## src/rtl/ga_sync_irq.sv

```systemverilog
// Gate-Array sync receiver: regenerates monitor HSYNC/VSYNC/CSYNC from the CRTC syncs,
// runs the 52-line raster interrupt counter with VSYNC resync, and latches the video mode.
module ga_sync_irq #(
  parameter int HS_DELAY  = 2,
  parameter int HS_WIDTH  = 4,
  parameter int VS_LINES  = 26,
  parameter int IRQ_LINES = 52
) (
  input  logic       CLOCK,
  input  logic       nRESET,
  input  logic       CLKEN,
  input  logic       HSYNC_IN,
  input  logic       VSYNC_IN,
  input  logic [1:0] MODE_IN,
  input  logic       IRQ_CLR,
  input  logic       IRQ_ACK,
  output logic       INT,
  output logic       HSYNC_O,
  output logic       VSYNC_O,
  output logic       CSYNC,
  output logic [1:0] MODE_O,
  output logic [5:0] LINE_CNT
);

  localparam logic [4:0] HS_LO   = 5'(HS_DELAY);
  localparam logic [4:0] HS_HI   = 5'(HS_DELAY + HS_WIDTH);
  localparam logic [4:0] VL_LAST = 5'(VS_LINES - 1);
  localparam logic [5:0] IRQ_CNT = 6'(IRQ_LINES);

  logic       hs_s_q, hs_s_d;
  logic       vs_s_q, vs_s_d;
  logic [3:0] hs_age_q, hs_age_d;
  logic       hsync_q, hsync_d;
  logic       vsync_q, vsync_d;
  logic [4:0] vl_cnt_q, vl_cnt_d;
  logic [1:0] vdly_q, vdly_d;
  logic [5:0] line_q, line_d;
  logic       int_q, int_d;
  logic [1:0] mode_q, mode_d;

  logic       hs_fall, vs_rise, resync, line_event;
  logic [5:0] line_inc;

  assign hs_fall    = hs_s_q & ~HSYNC_IN;
  assign vs_rise    = ~vs_s_q & VSYNC_IN;
  assign line_event = CLKEN & hs_fall;
  assign resync     = line_event & (vdly_q == 2'd1);
  assign line_inc   = line_q + 6'd1;

  always_comb begin
    hs_s_d   = hs_s_q;
    vs_s_d   = vs_s_q;
    hs_age_d = hs_age_q;
    hsync_d  = hsync_q;
    vsync_d  = vsync_q;
    vl_cnt_d = vl_cnt_q;
    vdly_d   = vdly_q;
    mode_d   = mode_q;
    if (CLKEN) begin
      hs_s_d = HSYNC_IN;
      vs_s_d = VSYNC_IN;
      if (!HSYNC_IN)               hs_age_d = 4'd0;
      else if (hs_age_q != 4'hF)   hs_age_d = hs_age_q + 4'd1;
      else                         hs_age_d = 4'hF;
      hsync_d = HSYNC_IN & ({1'b0, hs_age_d} > HS_LO) & ({1'b0, hs_age_d} <= HS_HI);
      if (hsync_d && !hsync_q) mode_d = MODE_IN;
      // VSYNC_O length counts CRTC line ends only; the CRTC VSYNC fall is ignored.
      if (vs_rise) begin
        vsync_d  = 1'b1;
        vl_cnt_d = 5'd0;
      end else if (hs_fall && vsync_q) begin
        if (vl_cnt_q == VL_LAST) begin
          vsync_d  = 1'b0;
          vl_cnt_d = 5'd0;
        end else begin
          vl_cnt_d = vl_cnt_q + 5'd1;
        end
      end
      if (vs_rise)                      vdly_d = 2'd2;
      else if (hs_fall && vdly_q != 0)  vdly_d = vdly_q - 2'd1;
    end
  end

  // Acknowledge is weakest, the counter event overrides it, and the CPU clear wins.
  always_comb begin
    line_d = line_q;
    int_d  = int_q;
    if (IRQ_ACK) begin
      int_d     = 1'b0;
      line_d[5] = 1'b0;
    end
    if (line_event) begin
      if (resync) begin
        line_d = 6'd0;
        if (line_q[5]) int_d = 1'b1;
      end else if (line_inc == IRQ_CNT) begin
        line_d = 6'd0;
        int_d  = 1'b1;
      end else begin
        line_d = line_inc;
      end
    end
    if (IRQ_CLR) begin
      line_d = 6'd0;
      int_d  = 1'b0;
    end
  end

  always_ff @(posedge CLOCK or negedge nRESET) begin
    if (!nRESET) begin
      hs_s_q   <= 1'b0;
      vs_s_q   <= 1'b0;
      hs_age_q <= 4'd0;
      hsync_q  <= 1'b0;
      vsync_q  <= 1'b0;
      vl_cnt_q <= 5'd0;
      vdly_q   <= 2'd0;
      line_q   <= 6'd0;
      int_q    <= 1'b0;
      mode_q   <= 2'd0;
    end else begin
      hs_s_q   <= hs_s_d;
      vs_s_q   <= vs_s_d;
      hs_age_q <= hs_age_d;
      hsync_q  <= hsync_d;
      vsync_q  <= vsync_d;
      vl_cnt_q <= vl_cnt_d;
      vdly_q   <= vdly_d;
      line_q   <= line_d;
      int_q    <= int_d;
      mode_q   <= mode_d;
    end
  end

  assign INT      = int_q;
  assign HSYNC_O  = hsync_q;
  assign VSYNC_O  = vsync_q;
  assign CSYNC    = hsync_q | vsync_q;
  assign MODE_O   = mode_q;
  assign LINE_CNT = line_q;

endmodule

```

## config.mk

```make
export PLATFORM = sky130hd
export DESIGN_NAME = ga_sync_irq
export DESIGN_NICKNAME = d
export VERILOG_FILES = /design/src/rtl/ga_sync_irq.sv
export SDC_FILE = /design/constraint.sdc
export NUM_CORES = 1
export LEC_CHECK = 0
export BUFFER_PORTS_ARGS = -buffer_cell sky130_fd_sc_hd__buf_2
export CAP_MARGIN = 5
export CORE_MARGIN = 1
export CORE_UTILIZATION = 35
export CTS_CLUSTER_DIAMETER = 60
export DETAILED_ROUTE_END_ITERATION = 6
export GPL_ROUTABILITY_DRIVEN = 0
export GPL_TIMING_DRIVEN = 0
export PLACE_DENSITY_LB_ADDON = 0.2
export SLEW_MARGIN = 0
export SYNTH_ARGS = -nofsm -noshare
export SYNTH_HDL_FRONTEND = slang
export SYNTH_SLANG_ARGS = --single-unit
```

## constraint.sdc

```tcl
create_clock -name CLOCK -period 2 [get_ports CLOCK]
set_clock_uncertainty 0.05 [all_clocks]
set_input_delay 0.5 -clock CLOCK [delete_from_list [all_inputs] [get_ports CLOCK]]
set_output_delay 0.5 -clock CLOCK [all_outputs]
set_load 0.01 [all_outputs]
```

; ---- Word level (Yosys, flattened, before mapping)
; Index checks and enable logic that the tools add are counted.
[word_totals]
reg_bits = 24
inputBits = 9
output_inout_bits = 12
word_cells = 66
[op_classes]
add_sub_neg = 4
order_cmp = 2
eq_ne = 4
muxes = 22
bitwise = 9
n_reduce_logical = 14
[op_table]
columns = op, n
row1 = $mux 6, 4
row2 = $mux 5, 3
row3 = $mux 4, 3
row4 = $mux 1, 10
row5 = $reduce_bool 2->1, 5
row6 = $add 6x1->6 const B, 1
row7 = $and 1x1->1, 6
row8 = $eq 6x6->1 const B, 1
row9 = $reduce_and 2->1, 3
row10 = $add 5x1->5 const B, 1
row11 = $eq 5x5->1 const B, 1
row12 = $add 4x1->4 const B, 1
row13 = $gt 4x2->1 const B, 1
row14 = $le 4x3->1 const B, 1
row15 = $mux 2, 2
row16 = $ne 4x4->1 const B, 1
row17 = $logic_and 1x1->1, 3
row18 = $reduce_and 3->1, 1
row19 = $reduce_bool 3->1, 1
row20 = $eq 2x1->1 const B, 1
row21 = $not 1->1, 2
row22 = $sub 2x1->2 const B, 1
row23 = $logic_not 1->1, 1
row24 = $or 1x1->1, 1

; ---- Depth between registers and ports, before layout
[depth]
depth_word = 9
ltp_mapped = 6
mapped_depth_nobuf = 6

; ---- Least setup slack after synthesis
; OpenSTA, ideal clock, no wires.
[synth_path]
path_kind = reg2reg
from = register hs_age_q[1]
to = register mode_q[0] (netlist: MODE_O[0])
setup_ns = 0.129
arrival_ns = 1.478
t_required_ns = 1.821
slack_ns = 0.343
stages_incl_launch_ff = 7
n_path_buf = 1
period_less_slack_ns = 1.657
cell_sequence = dfrtp_1 -> ha_1 -> buf_2 -> xor2_1 -> mux2_2 -> o2111ai_1 -> nand3_1
[synth_via]
elab_chain_len = 9
elab_cells_between_ends = 11
classes_between = add/sub (1) / order compare (2) / eq/ne (1) / mux (3) / bitwise (2) / reduce/logical (2)
[synth_rtl]
columns = element, line_no
row1 = "start, declared", 32  ; logic [3:0] hs_age_q, hs_age_d;
row2 = "start signal, assigned", 124  ; hs_age_q <= hs_age_d;
row3 = $add 4x1->4 or $ne 4x4->1 (tied branches), 63  ; else if (hs_age_q != 4'hF) hs_age_d = hs_age_q + 4'd1;
row4 = $mux 4 (*), 63
row5 = $mux 4 (*), 62  ; if (!HSYNC_IN) hs_age_d = 4'd0;
row6 = $mux 4 (*), 59  ; if (CLKEN) begin
row7 = $gt 4x2->1, 65  ; hsync_d = HSYNC_IN & ({1'b0, hs_age_d} > HS_LO) & ({1'b0, hs_age_d} <= HS_HI);
row8 = $and 1x1->1, 65
row9 = $and 1x1->1 (*), 65
row10 = $logic_and 1x1->1 (*), 66  ; if (hsync_d && !hsync_q) mode_d = MODE_IN;
row11 = $reduce_and 2->1 (no source line) (*), -
row12 = "end signal, assigned", 131  ; mode_q <= mode_d;
row13 = "end, declared", 39  ; logic [1:0] mode_q, mode_d;
; Mark *: on every way between the ends. The rest lies on a longest branch, timed or not. The select of a mux whose other input is x is not followed.
; A chain may end at the register's enable or synchronous reset.

; ---- Worst setup path in the final report
[layout_path]
from = register line_q[0] (netlist: LINE_CNT[0])
to = register line_q[2] (netlist: LINE_CNT[2])
[layout_via]
elab_chain_len = 6
[layout_rtl]
columns = element, line_no
row1 = "start, declared", 37  ; logic [5:0] line_q, line_d;
row2 = "start signal, assigned", 129  ; line_q <= line_d;
row3 = $add 6x1->6 (*), 48  ; assign line_inc = line_q + 6'd1;
row4 = $eq 6x6->1, 96  ; end else if (line_inc == IRQ_CNT) begin
row5 = $mux 6 (*), 96
row6 = $mux 6 (*), 93  ; if (resync) begin
row7 = $mux 6 (*), 92  ; if (line_event) begin
row8 = $mux 6 (*), 103  ; if (IRQ_CLR) begin
; Marked as above.

==> flow_metrics.py <==
metrics = {
    "status": {
        "outcome": "complete, no violations",
    },
    "critical_path": {
        "crit_fanout": 9,
        "required_ns": 2.09,
        "cp-start-kind": "register",
        "arrival_ns": 1.95,
        "end_kind": "register",
        "crit_type": "register to register",
    },
    "timing": {
        "finalMaxSlewViolations": 0,
        "fin_crit_ns": 1.86,
        "setup_viol": 0,
        "slew_headroom": 0.622,
        "fmax_mhz": 537,
        "hold_viol": 0,
        "min_period_over_period": 0.931,
        "tns_ns": 0,
        "worstMarginPinSlew_ns": 0.566,
        "rsz0062_at_grt": "false",
    },
    "clock_tree": {
        "cts-resized-gates": 0,
        "clk_pin_slew_ns": 0.09,
        "cts_max_path_buffers": 2,
        "htree_num_levels": 1,
        "cts_root_buf": "clkbuf_8",
        "cts_tree": "done",
        "cts_made_buffers": 3,
        "clkLatencyLatePin_ns": 0.27,
        "cts_sinks": 24,
        "cts_hold_buf": 0,
        "post_cts_buffers": 0,
    },
    "min_path": {
        "hold_class": "input port to async pin",
    },
    "synthesis": {
        "synth_flop_cell": "dfrtp_1",
        "ys_seq_area_frac": 0.389,
        "syn_nets": 185,
        "ys_types": 47,
        "yosys_register_bits": 24,
        "synth_top_area_cell": "dfrtp_1",
        "async_flop_share": 1.00,
        "syn-cell-area_um2": 1550,
        "yosysTopAreaCellShare": 0.389,
        "avgSynthCellArea_um2": 9.14,
        "synth_edf_count": 0,
        "syn_inst": 169,
        "ys_warn_count": 0,
        "ys_top_cells_by_area": "dfrtp_1, ha_1, o21ai_0, nand2_1, nand3_1",
    },
    "routing": {
        "dr.first_iter.drc_count": 64,
        "ant_nets": 0,
        "wire_per_inst_um": 14.1,
        "viasPerCell": 5.51,
        "dr.pass1.iters": 4,
        "routed_wl_mm": 3.39,
        "vias": 1327,
        "remaining_drc_errors": 0,
    },
    "floorplanning": {
        "io_pins": 21,
        "core.rowCount": 23,
        "core_region_area_um2": 4120,
        "initial_core_util": 0.375,
        "die_y_um": 68.4,
        "dieArea_um2": 4680,
        "die_x_um": 68.4,
    },
    "final_layout": {
        "nets": 208,
        "antenna_cells": 0,
        "area_delta_synth_final_pct": 15.3,
        "drive_gt1_frac": 0.215,
        "final_util": 0.433,
    },
    "pwr": {
        "peakVddDrop_mv": 0.343,
        "power.density_nw_per_um2": 833,
        "power.total_uw": 1480,
        "p_leak_uw": 0.000796,
    },
    "global_routing": {
        "grt_pass1_wl_mm": 5.73,
        "grt_pass1_vias": 1243,
        "antenna_found_initial": 0,
        "grt_start_max_net_pins": 25,
        "grt_use_total": 0.165,
        "grt_overflow": 0,
    },
    "run": {
        "cap_violations": 0,
    },
    "place": {
        "port_buffers": 18,
        "place_hpwl_mm": 2.48,
    },
}
[per-stage QoR]
step	instance area, um2	worst slack, ns	cells	hold slack [ns]
floorplan	1550	0.343	169	0.154
global placement	1700	0.179	237	0.440
detailed placement	1700	0.105	237	0.456
CTS	1770	0.0840	241	0.182
global route	1780	0.0140	241	0.195
finish	1780	0.138	241	0.163
[critical path, stage by stage, from the launching register on]
cell      delay (ns)
dfrtp_1         0.49
ha_1            0.28
nor2b_1         0.19
a32oi_1         0.20
o311ai_0        0.39
nand3_1         0.14
[synth_stat cells, types with 4 or more instances]
master and instances:
dfrtp_1 24, nand2_1 18, o21ai_0 16, inv_1 10, nand3_1 9, ha_1 7
buf_2 6, nor3_1 6, a21oi_1 5, nand3b_1 4, nor2_1 4, nor2b_1 4
o211ai_1 4
[where the power goes]
part / switching, uW / internal, uW
registers: 86.9 / 568
clock network: 168 / 268
logic: 212 / 181
total: 467 / 1020
[state kept, by name, summed over array words and instances (netlist names)]
register,count
vl_cnt_q,5
vdly_q,2
hs_age_q,4
VSYNC_O,1
MODE_O,2
vs_s_q,1
INT,1
hs_s_q,1
LINE_CNT,6
HSYNC_O,1
[cells by family after synthesis]
group           count (synthesis)  synth area share
compound gates                 48             0.214
xor+xnor                        3            0.0170
fa+ha+maj                       7            0.0567
buf+inv                        18            0.0534
flops                          24             0.389
mux                             4            0.0283
simple gates                   65             0.242
[cells in the final DEF (no fill, tap or decap), drive strengths merged, types with 2 or more instances in the layout]
| master | synthesis | layout |
|---|---|---|
| a21oi | 5 | 5 |
| ha | 7 | 7 |
| nor2 | 4 | 4 |
| nor3 | 7 | 7 |
| o21a | 2 | 2 |
| nand3 | 10 | 10 |
| mux2 | 3 | 3 |
| o2111ai | 2 | 2 |
| nor2b | 4 | 4 |
| o21ai | 17 | 17 |
| clkbuf | 0 | 3 |
| inv | 10 | 10 |
| xor2 | 2 | 2 |
| nand2 | 18 | 18 |
| a22o | 3 | 3 |
| o311a | 2 | 2 |
| or2 | 3 | 3 |
| nand2b | 3 | 3 |
| buf | 8 | 26 |
| o311ai | 2 | 2 |
| o211ai | 4 | 4 |
| dfrtp | 24 | 24 |
| nand3b | 4 | 4 |
| nor3b | 3 | 3 |
| and3b | 3 | 3 |
| a32oi | 2 | 2 |
[worst paths after layout]
check	startpoint	end	slack (ns)	cells past startpoint
worst max-delay path	LINE_CNT[0]	LINE_CNT[2]	0.14	5
worst min-delay path	nRESET	LINE_CNT[2]	0.16	1
worst max register to register	LINE_CNT[0]	LINE_CNT[2]	0.14	5
worst min register to register	vs_s_q	vs_s_q	0.48	1
max in group asynchronous	nRESET	hs_age_q[1]	1.33	1
min in group CLOCK	IRQ_CLR	LINE_CNT[1]	0.38	2
[metal layers]
metal,vias up,wire length (um),global-route usage
li1,666,-,-
met1,637,1680,0.224
met2,22,1570,0.266
met3,2,121,0.0250
met4,0,23,0.0547
met5,-,0,0
[area by class of cell]
cell class / count / area, um2
fill: 411 / 2330
multi-input combinational: 127 / 873
sequential: 24 / 602
timing repair buffer: 18 / 90.1
tap: 50 / 62.6
buffer: 8 / 45.0
clock buffer: 3 / 41.3
inverter: 10 / 37.5
clock inverter: 1 / 30.0
No activity file was read; power rests on OpenSTA's default activity.
